`config.mk`:
```
export PLATFORM = sky130hd
export DESIGN_NAME = mem_wb_stage
export DESIGN_NICKNAME = d
export VERILOG_FILES = /design/src/rtl/mem_wb_stage.sv
export SDC_FILE = /design/constraint.sdc
export NUM_CORES = 2
export LEC_CHECK = 0
export CAP_MARGIN = 30
export CORE_ASPECT_RATIO = 0.75
export CORE_MARGIN = 2
export CORE_UTILIZATION = 50
export CTS_CLUSTER_DIAMETER = 150
export DETAILED_ROUTE_END_ITERATION = 10
export PLACE_DENSITY = 0.67
export SYNTH_ARGS = -nofsm -noshare
export SYNTH_HDL_FRONTEND = slang
export SYNTH_SLANG_ARGS = --single-unit
```
`constraint.sdc`:
```
create_clock -name CLK -period 3.4 [get_ports CLK]
set_input_delay 0.51 -clock CLK [delete_from_list [all_inputs] [get_ports CLK]]
set_output_delay 0.51 -clock CLK [all_outputs]
set_load 0.1 [all_outputs]
```
`src/rtl/mem_wb_stage.sv`:
```
// ----------------------------------------------------------------------------
// mem_wb_stage
//
// Memory-access stage of the 5-stage pipelined RISC core. It holds the
// word-addressed data memory and the MEM/WB pipeline register. It drives the
// writeback mux and resolves branches and jumps. It also hosts the forwarding
// unit that selects the ALU-stage operand sources.
//
// Parameters
//   DEPTH : data-memory depth in 32-bit words (power of 2)
//   AW    : word-index width, log2(DEPTH)
//
// Ports
//   CLK, RST            clock (rising edge); synchronous active-high reset
//   ExMem_*             EX/MEM pipeline register contents (instruction in MEM)
//   IdEx_AddrRs/Rt      source registers of the instruction currently in EX
//   Flush, PCSrc        branch/jump resolution, combinational
//   FwdRs, FwdRt        operand selects: 10 EX/MEM, 01 MEM/WB, 00 register file
//   Dst_FeedBack        writeback data (register file + ALU forwarding mux)
//   MemWb_*             MEM/WB pipeline register contents
// ----------------------------------------------------------------------------
module mem_wb_stage #(
   parameter int DEPTH = 64,
   parameter int AW    = 6
) (
   input  logic        CLK,
   input  logic        RST,
   input  logic        ExMem_Jump,
   input  logic        ExMem_Branch,
   input  logic        ExMem_MemRead,
   input  logic        ExMem_MemtoReg,
   input  logic        ExMem_MemWrite,
   input  logic        ExMem_RegWrite,
   input  logic [31:0] ExMem_DataRt,
   input  logic [4:0]  ExMem_AddrRdRt,
   input  logic [31:0] ExMem_AluOut,
   input  logic        ExMem_ZeroFlag,
   input  logic [4:0]  IdEx_AddrRs,
   input  logic [4:0]  IdEx_AddrRt,
   output logic        Flush,
   output logic        PCSrc,
   output logic [1:0]  FwdRs,
   output logic [1:0]  FwdRt,
   output logic [31:0] Dst_FeedBack,
   output logic        MemWb_RegWrite,
   output logic [4:0]  MemWb_AddrRd,
   output logic [31:0] MemWb_ReadData,
   output logic [31:0] MemWb_AluOut
);

   // Forwarding select for one operand. The newer producer (EX/MEM) wins over
   // MEM/WB. A destination of r0 never forwards. A load sitting in MEM still
   // selects 2'b10 here; holding off a load-use consumer is the hazard unit's
   // job.
   function automatic logic [1:0] fwdSelect(
      input logic       exWrite,
      input logic [4:0] exDst,
      input logic       wbWrite,
      input logic [4:0] wbDst,
      input logic [4:0] srcReg
   );
      logic [1:0] sel;
      if (exWrite && (exDst != 5'd0) && (exDst == srcReg)) begin
         sel = 2'b10;
      end else if (wbWrite && (wbDst != 5'd0) && (wbDst == srcReg)) begin
         sel = 2'b01;
      end else begin
         sel = 2'b00;
      end
      return sel;
   endfunction

   // ------------------------------------------------------------------------
   // State
   // ------------------------------------------------------------------------
   logic [31:0]   dataMem_r [DEPTH];
   logic          memWbRegWrite_r;
   logic          memWbMemtoReg_r;
   logic [4:0]    memWbAddrRd_r;
   logic [31:0]   memWbReadData_r;
   logic [31:0]   memWbAluOut_r;

   // ------------------------------------------------------------------------
   // Combinational signals
   // ------------------------------------------------------------------------
   logic [AW-1:0] memIdx_s;
   logic [31:0]   memRdData_s;
   logic          pcSrc_s;
   logic          flush_s;
   logic [1:0]    fwdRs_s;
   logic [1:0]    fwdRt_s;
   logic [31:0]   dstFeedBack_s;
   logic          unusedInputs_s;

   // The byte offset and the bits above the memory size are dropped, so
   // addresses wrap modulo 4*DEPTH bytes.
   assign memIdx_s    = ExMem_AluOut[AW+1:2];

   // Asynchronous read. At an edge that also writes the same word, the old
   // content is what gets captured into MEM/WB.
   assign memRdData_s = dataMem_r[memIdx_s];

   // ExMem_MemRead is not needed: the read word is captured every cycle and
   // MemtoReg decides whether it reaches the register file.
   assign unusedInputs_s = ExMem_MemRead;

   // Data memory: reset clears every word; otherwise perform the store.
   always_ff @(posedge CLK) begin
      if (RST) begin
         for (int i = 0; i < DEPTH; i++) begin
            dataMem_r[i] <= 32'h0000_0000;
         end
      end else if (ExMem_MemWrite) begin
         dataMem_r[memIdx_s] <= ExMem_DataRt;
      end else begin
         dataMem_r[memIdx_s] <= dataMem_r[memIdx_s];
      end
   end

   // MEM/WB pipeline register: free-running capture with no stall or enable.
   always_ff @(posedge CLK) begin
      if (RST) begin
         memWbRegWrite_r <= 1'b0;
         memWbMemtoReg_r <= 1'b0;
         memWbAddrRd_r   <= 5'd0;
         memWbReadData_r <= 32'h0000_0000;
         memWbAluOut_r   <= 32'h0000_0000;
      end else begin
         memWbRegWrite_r <= ExMem_RegWrite;
         memWbMemtoReg_r <= ExMem_MemtoReg;
         memWbAddrRd_r   <= ExMem_AddrRdRt;
         memWbReadData_r <= memRdData_s;
         memWbAluOut_r   <= ExMem_AluOut;
      end
   end

   // Branch/jump resolution, writeback mux and forwarding selects.
   // The instruction in MEM is not squashed by its own Flush.
   always_comb begin
      pcSrc_s       = 1'b0;
      flush_s       = 1'b0;
      dstFeedBack_s = 32'h0000_0000;
      fwdRs_s       = 2'b00;
      fwdRt_s       = 2'b00;

      pcSrc_s = ExMem_Branch & ExMem_ZeroFlag;
      flush_s = pcSrc_s | ExMem_Jump;

      if (memWbMemtoReg_r) begin
         dstFeedBack_s = memWbReadData_r;
      end else begin
         dstFeedBack_s = memWbAluOut_r;
      end

      fwdRs_s = fwdSelect(ExMem_RegWrite, ExMem_AddrRdRt,
                          memWbRegWrite_r, memWbAddrRd_r, IdEx_AddrRs);
      fwdRt_s = fwdSelect(ExMem_RegWrite, ExMem_AddrRdRt,
                          memWbRegWrite_r, memWbAddrRd_r, IdEx_AddrRt);
   end

   assign PCSrc          = pcSrc_s;
   assign Flush          = flush_s;
   assign FwdRs          = fwdRs_s;
   assign FwdRt          = fwdRt_s;
   assign Dst_FeedBack   = dstFeedBack_s;
   assign MemWb_RegWrite = memWbRegWrite_r;
   assign MemWb_AddrRd   = memWbAddrRd_r;
   assign MemWb_ReadData = memWbReadData_r;
   assign MemWb_AluOut   = memWbAluOut_r;

endmodule
```
==> impl_metrics.xml <==
<?xml version="1.0" encoding="UTF-8"?>
<metrics>
  <group name="synthesis">
    <metric name="number_of_enable_flip_flop_cells_after_synthesis" unit="">2048</metric>
    <metric name="synthesis.nets" unit="">7608</metric>
    <metric name="synthesis.area_per_instance" unit="sq um">12.7</metric>
    <metric name="predominant_post_synthesis_flop_cell" unit="">sky130_fd_sc_hd__edfxtp_1</metric>
    <metric name="synth-seq-area-share" unit="%">66.0</metric>
    <metric name="synth_seq_cells" unit="">2119</metric>
    <metric name="synth_warnings" unit="">0</metric>
    <metric name="gate_count_after_technology_mapping" unit="">7520</metric>
    <metric name="total_standard_cell_area_after_synthesis" unit="sq um">95300</metric>
    <metric name="synth.lib_cells_used.distinct" unit="">58</metric>
    <metric name="ys_async_sr_fraction" unit="%">0</metric>
  </group>
  <group name="worst_setup_path">
    <metric name="crit_arrival" unit="ns">3.90</metric>
    <metric name="critical_path_class" unit="">in -&gt; reg</metric>
    <metric name="worst-path-max-fanout" unit="">21</metric>
    <metric name="reg2reg_setup_slack" unit="ns">0.05</metric>
    <metric name="crit_path_end_kind" unit="">flop</metric>
    <metric name="worstPathRequired" unit="ns">3.90</metric>
    <metric name="crit_path_start_kind" unit="">primary input</metric>
  </group>
  <group name="clock_tree">
    <metric name="clock_sink_count" unit="">2119</metric>
    <metric name="cts_tree" unit="">done</metric>
    <metric name="ctsResizeCount" unit="">0</metric>
    <metric name="clk_transition_reported_paths" unit="ns">0.06</metric>
    <metric name="cts.path.max_buffers" unit="">3</metric>
    <metric name="cts_buffers" unit="">201</metric>
    <metric name="postCtsSetupBuffers" unit="">0</metric>
    <metric name="cts_root_buffer" unit="">sky130_fd_sc_hd__clkbuf_16</metric>
    <metric name="post_cts_hold_buffer_count" unit="">0</metric>
    <metric name="htree_levels" unit="">4</metric>
    <metric name="clock_insertion_delay_worst_skew" unit="ns">0.87</metric>
  </group>
  <group name="layout">
    <metric name="finish.instance_area" unit="sq um">116000</metric>
    <metric name="finish.net_count" unit="">8388</metric>
    <metric name="nFillCells" unit="">14431</metric>
    <metric name="layout-area-overhead-vs-synth" unit="%">21.9</metric>
    <metric name="final_layout_size_suffix_gt1_share" unit="%">22.8</metric>
  </group>
  <group name="timing">
    <metric name="worst_slew_pin_slew" unit="ns">1.20</metric>
    <metric name="layout_min_cycle_time" unit="ns">3.40</metric>
    <metric name="maxSlewHeadroom" unit="%">19.8</metric>
    <metric name="tns" unit="ns">0</metric>
    <metric name="fin_crit_sh" unit="%">100</metric>
    <metric name="skew" unit="ns">0.0372</metric>
    <metric name="setup_violations" unit="">0</metric>
    <metric name="fmaxAchievable" unit="MHz">294</metric>
    <metric name="finalMaxSlewViolations" unit="">0</metric>
    <metric name="finalHoldViolations" unit="">0</metric>
    <metric name="grt_setup_unrepaired" unit="">false</metric>
  </group>
  <group name="pwr">
    <metric name="p_leak" unit="uW">0.0429</metric>
    <metric name="power_per_cell_area" unit="nW/um^2">524</metric>
    <metric name="power.ir.vdd_worst" unit="V">0.000480</metric>
    <metric name="finalPower" unit="uW">60800</metric>
  </group>
  <group name="global_routing">
    <metric name="grt_pass1_vias" unit="">67649</metric>
    <metric name="grt_util_all_layers" unit="%">38.7</metric>
    <metric name="grt_first_pass_wirelength" unit="mm">523</metric>
    <metric name="global_route_congestion_overflow_total" unit="">0</metric>
    <metric name="maximum_number_of_pins_on_one_net_before_global_route_repair" unit="">94</metric>
    <metric name="initial_antenna_violation_count" unit="">37</metric>
  </group>
  <group name="run">
    <metric name="drv_cap" unit="">0</metric>
  </group>
  <group name="placed_design">
    <metric name="hpwlAfterDp" unit="mm">263</metric>
    <metric name="dpl-instance-area" unit="sq um">110000</metric>
    <metric name="io_buffer_count" unit="">194</metric>
    <metric name="routabilityCongestion" unit="">1.03</metric>
  </group>
  <group name="floorplanning">
    <metric name="fp.coreArea" unit="sq um">189000</metric>
    <metric name="die-height" unit="microns">382</metric>
    <metric name="ios" unit="">196</metric>
    <metric name="row_count" unit="">138</metric>
    <metric name="effective_utilization_at_floorplan" unit="%">50.4</metric>
    <metric name="die_width" unit="microns">508</metric>
    <metric name="die-area" unit="sq um">194000</metric>
  </group>
  <group name="routing">
    <metric name="number_of_nets_still_failing_antenna_checks_after_routing" unit="">0</metric>
    <metric name="route.detailed.drc" unit="">0</metric>
    <metric name="vias" unit="">72464</metric>
    <metric name="drt_first_pass_iters" unit="">8</metric>
    <metric name="drt-wirelength-per-cell" unit="microns">34.5</metric>
    <metric name="wl" unit="mm">380</metric>
    <metric name="initialDrtViolationCount" unit="">12735</metric>
    <metric name="via_per_inst" unit="">6.58</metric>
  </group>
  <group name="outcome">
    <metric name="outcome" unit="">completed</metric>
  </group>
  <group name="worst_hold_path">
    <metric name="type_of_the_tightest_min_delay_check" unit="">in -&gt; reg</metric>
  </group>
</metrics>
-- critical path, cell delays in order --
cell and delay (ns):
sky130_fd_sc_hd__buf_2 0.24, sky130_fd_sc_hd__or2b_4 0.33, sky130_fd_sc_hd__buf_12 0.16, sky130_fd_sc_hd__buf_4 0.25, sky130_fd_sc_hd__o22ai_1 0.35, sky130_fd_sc_hd__o31ai_1 0.14
sky130_fd_sc_hd__buf_4 0.17, sky130_fd_sc_hd__a21oi_1 0.27, sky130_fd_sc_hd__buf_4 0.23, sky130_fd_sc_hd__nor4_2 0.07, sky130_fd_sc_hd__buf_4 0.18, sky130_fd_sc_hd__buf_12 0.11
sky130_fd_sc_hd__nor3_1 0.82
-- worst paths after layout --
path                                      endpoint         startpoint  depth (start not counted)
worst min-delay path             MemWb_ReadData[6]                RST                          2
worst min register to register  MemWb_ReadData[17]  dataMem_r[63][17]                          7
worst max-delay path              dataMem_r[46][3]    ExMem_AluOut[2]                         13
worst max register to register   dataMem_r[38][15]  dataMem_r[15][15]                          8
-- through the flow --
step	setup slack, ns	cells	hold slack, ns	util (%)
2_1_floorplan	-0.0531	7520	0.638	-
3_3_place_gp	-0.853	10613	1.03	58.0
3_5_place_dp	-0.861	10615	1.02	58.0
4_1_cts	0.0171	10988	0.124	61.4
5_1_grt	0.108	10992	0.155	61.4
6_report	0.00128	11015	0.208	61.4
-- layout make-up --
type,instances,area (sq um),share of cell area (%)
diodes,25,62.6,0.0539
multi-input cells,4391,28400,24.5
well taps,2520,3150,2.71
repair buffers,1347,14300,12.3
clock inverters,125,1080,0.931
flip-flops and latches,2119,62900,54.2
inverters,240,901,0.776
clock buffers,248,5290,4.56
-- flip-flops by register name (all words and copies together) (netlist names) --
register	count
dataMem_r	2048
MemWb_AluOut	32
MemWb_ReadData	32
MemWb_AddrRd	5
MemWb_RegWrite	1
memWbMemtoReg_r	1
-- synthesized netlist by cell type, types with 33 or more instances --
library cell,instances,area share (%)
sky130_fd_sc_hd__edfxtp_1,2048,65
sky130_fd_sc_hd__nor2_1,1471,5.8
sky130_fd_sc_hd__nor3_1,602,3.2
sky130_fd_sc_hd__nand2_1,419,1.7
sky130_fd_sc_hd__mux2i_1,413,4.3
sky130_fd_sc_hd__clkbuf_1,357,1.4
sky130_fd_sc_hd__o22ai_1,273,1.8
sky130_fd_sc_hd__buf_2,272,1.4
sky130_fd_sc_hd__inv_1,240,0.95
sky130_fd_sc_hd__o32ai_1,235,2.2
sky130_fd_sc_hd__nand2b_1,158,1.0
sky130_fd_sc_hd__o31ai_1,146,1.2
sky130_fd_sc_hd__mux4_2,125,3.0
sky130_fd_sc_hd__nor2_2,90,0.59
sky130_fd_sc_hd__dfxtp_1,71,1.5
sky130_fd_sc_hd__buf_4,65,0.51
sky130_fd_sc_hd__nor3b_1,61,0.48
sky130_fd_sc_hd__buf_6,49,0.58
sky130_fd_sc_hd__a22oi_1,48,0.38
sky130_fd_sc_hd__nor2b_1,42,0.28
sky130_fd_sc_hd__a21oi_1,35,0.18
sky130_fd_sc_hd__mux2_2,34,0.40
sky130_fd_sc_hd__a221o_1,33,0.35
-- where the power goes --
| group | total, uW | switching, uW | internal [uW] |
|---|---|---|---|
| Clock | 22400 | 10300 | 12100 |
| Sequential | 29900 | 311 | 29600 |
| Combinational | 8590 | 5860 | 2730 |
-- metal layers --
| layer | routed length [microns] | share of wire (%) | global-route usage (%) | vias up |
|---|---|---|---|---|
| met2 | 153000 | 40 | 52.6 | 6348 |
| met4 | 23200 | 6.1 | 19.4 | 28 |
| li1 | - | - | - | 29265 |
| met3 | 70200 | 18 | 19.5 | 1093 |
| met1 | 133000 | 35 | 50.9 | 35730 |
| met5 | 293 | 0.077 | 0.397 | - |
-- placed cells by master (no fill, tap or decap), types with 25 or more instances in the layout --
cell type                         count
sky130_fd_sc_hd__clkdlybuf4s50_1    147
sky130_fd_sc_hd__nand2b_2            63
sky130_fd_sc_hd__buf_12             304
sky130_fd_sc_hd__clkbuf_16          205
sky130_fd_sc_hd__dfxtp_1             65
sky130_fd_sc_hd__diode_2             25
sky130_fd_sc_hd__mux4_2             125
sky130_fd_sc_hd__a21oi_1             35
sky130_fd_sc_hd__clkinv_1            39
sky130_fd_sc_hd__nand4_1             26
sky130_fd_sc_hd__nand2_1            419
sky130_fd_sc_hd__a22oi_1             46
sky130_fd_sc_hd__edfxtp_1          2048
sky130_fd_sc_hd__nand2b_1            92
sky130_fd_sc_hd__inv_1              240
sky130_fd_sc_hd__mux2i_1            413
sky130_fd_sc_hd__mux2_2              34
sky130_fd_sc_hd__o41ai_4             25
sky130_fd_sc_hd__clkbuf_1            43
sky130_fd_sc_hd__a221o_1             33
sky130_fd_sc_hd__nor2_1            1440
sky130_fd_sc_hd__nor2_2             108
sky130_fd_sc_hd__nor4_4              29
sky130_fd_sc_hd__buf_4              887
sky130_fd_sc_hd__clkinv_2            49
sky130_fd_sc_hd__o41a_1              27
sky130_fd_sc_hd__o32ai_1            235
sky130_fd_sc_hd__nor3_1             601
sky130_fd_sc_hd__nor2b_1             42
sky130_fd_sc_hd__o22ai_1            273
sky130_fd_sc_hd__nor3b_1             60
sky130_fd_sc_hd__o31ai_1            146
-- logic make-up after synthesis --
group	synth area share, %
AOI/OAI and AO/OA	7.07
xor gates and xnor gates	0.184
buffers and inverters	4.98
DFF	66.0
muxes	7.70
and+or+nand+nor	14.0
Note: power is estimated with default switching activity, not from simulation.
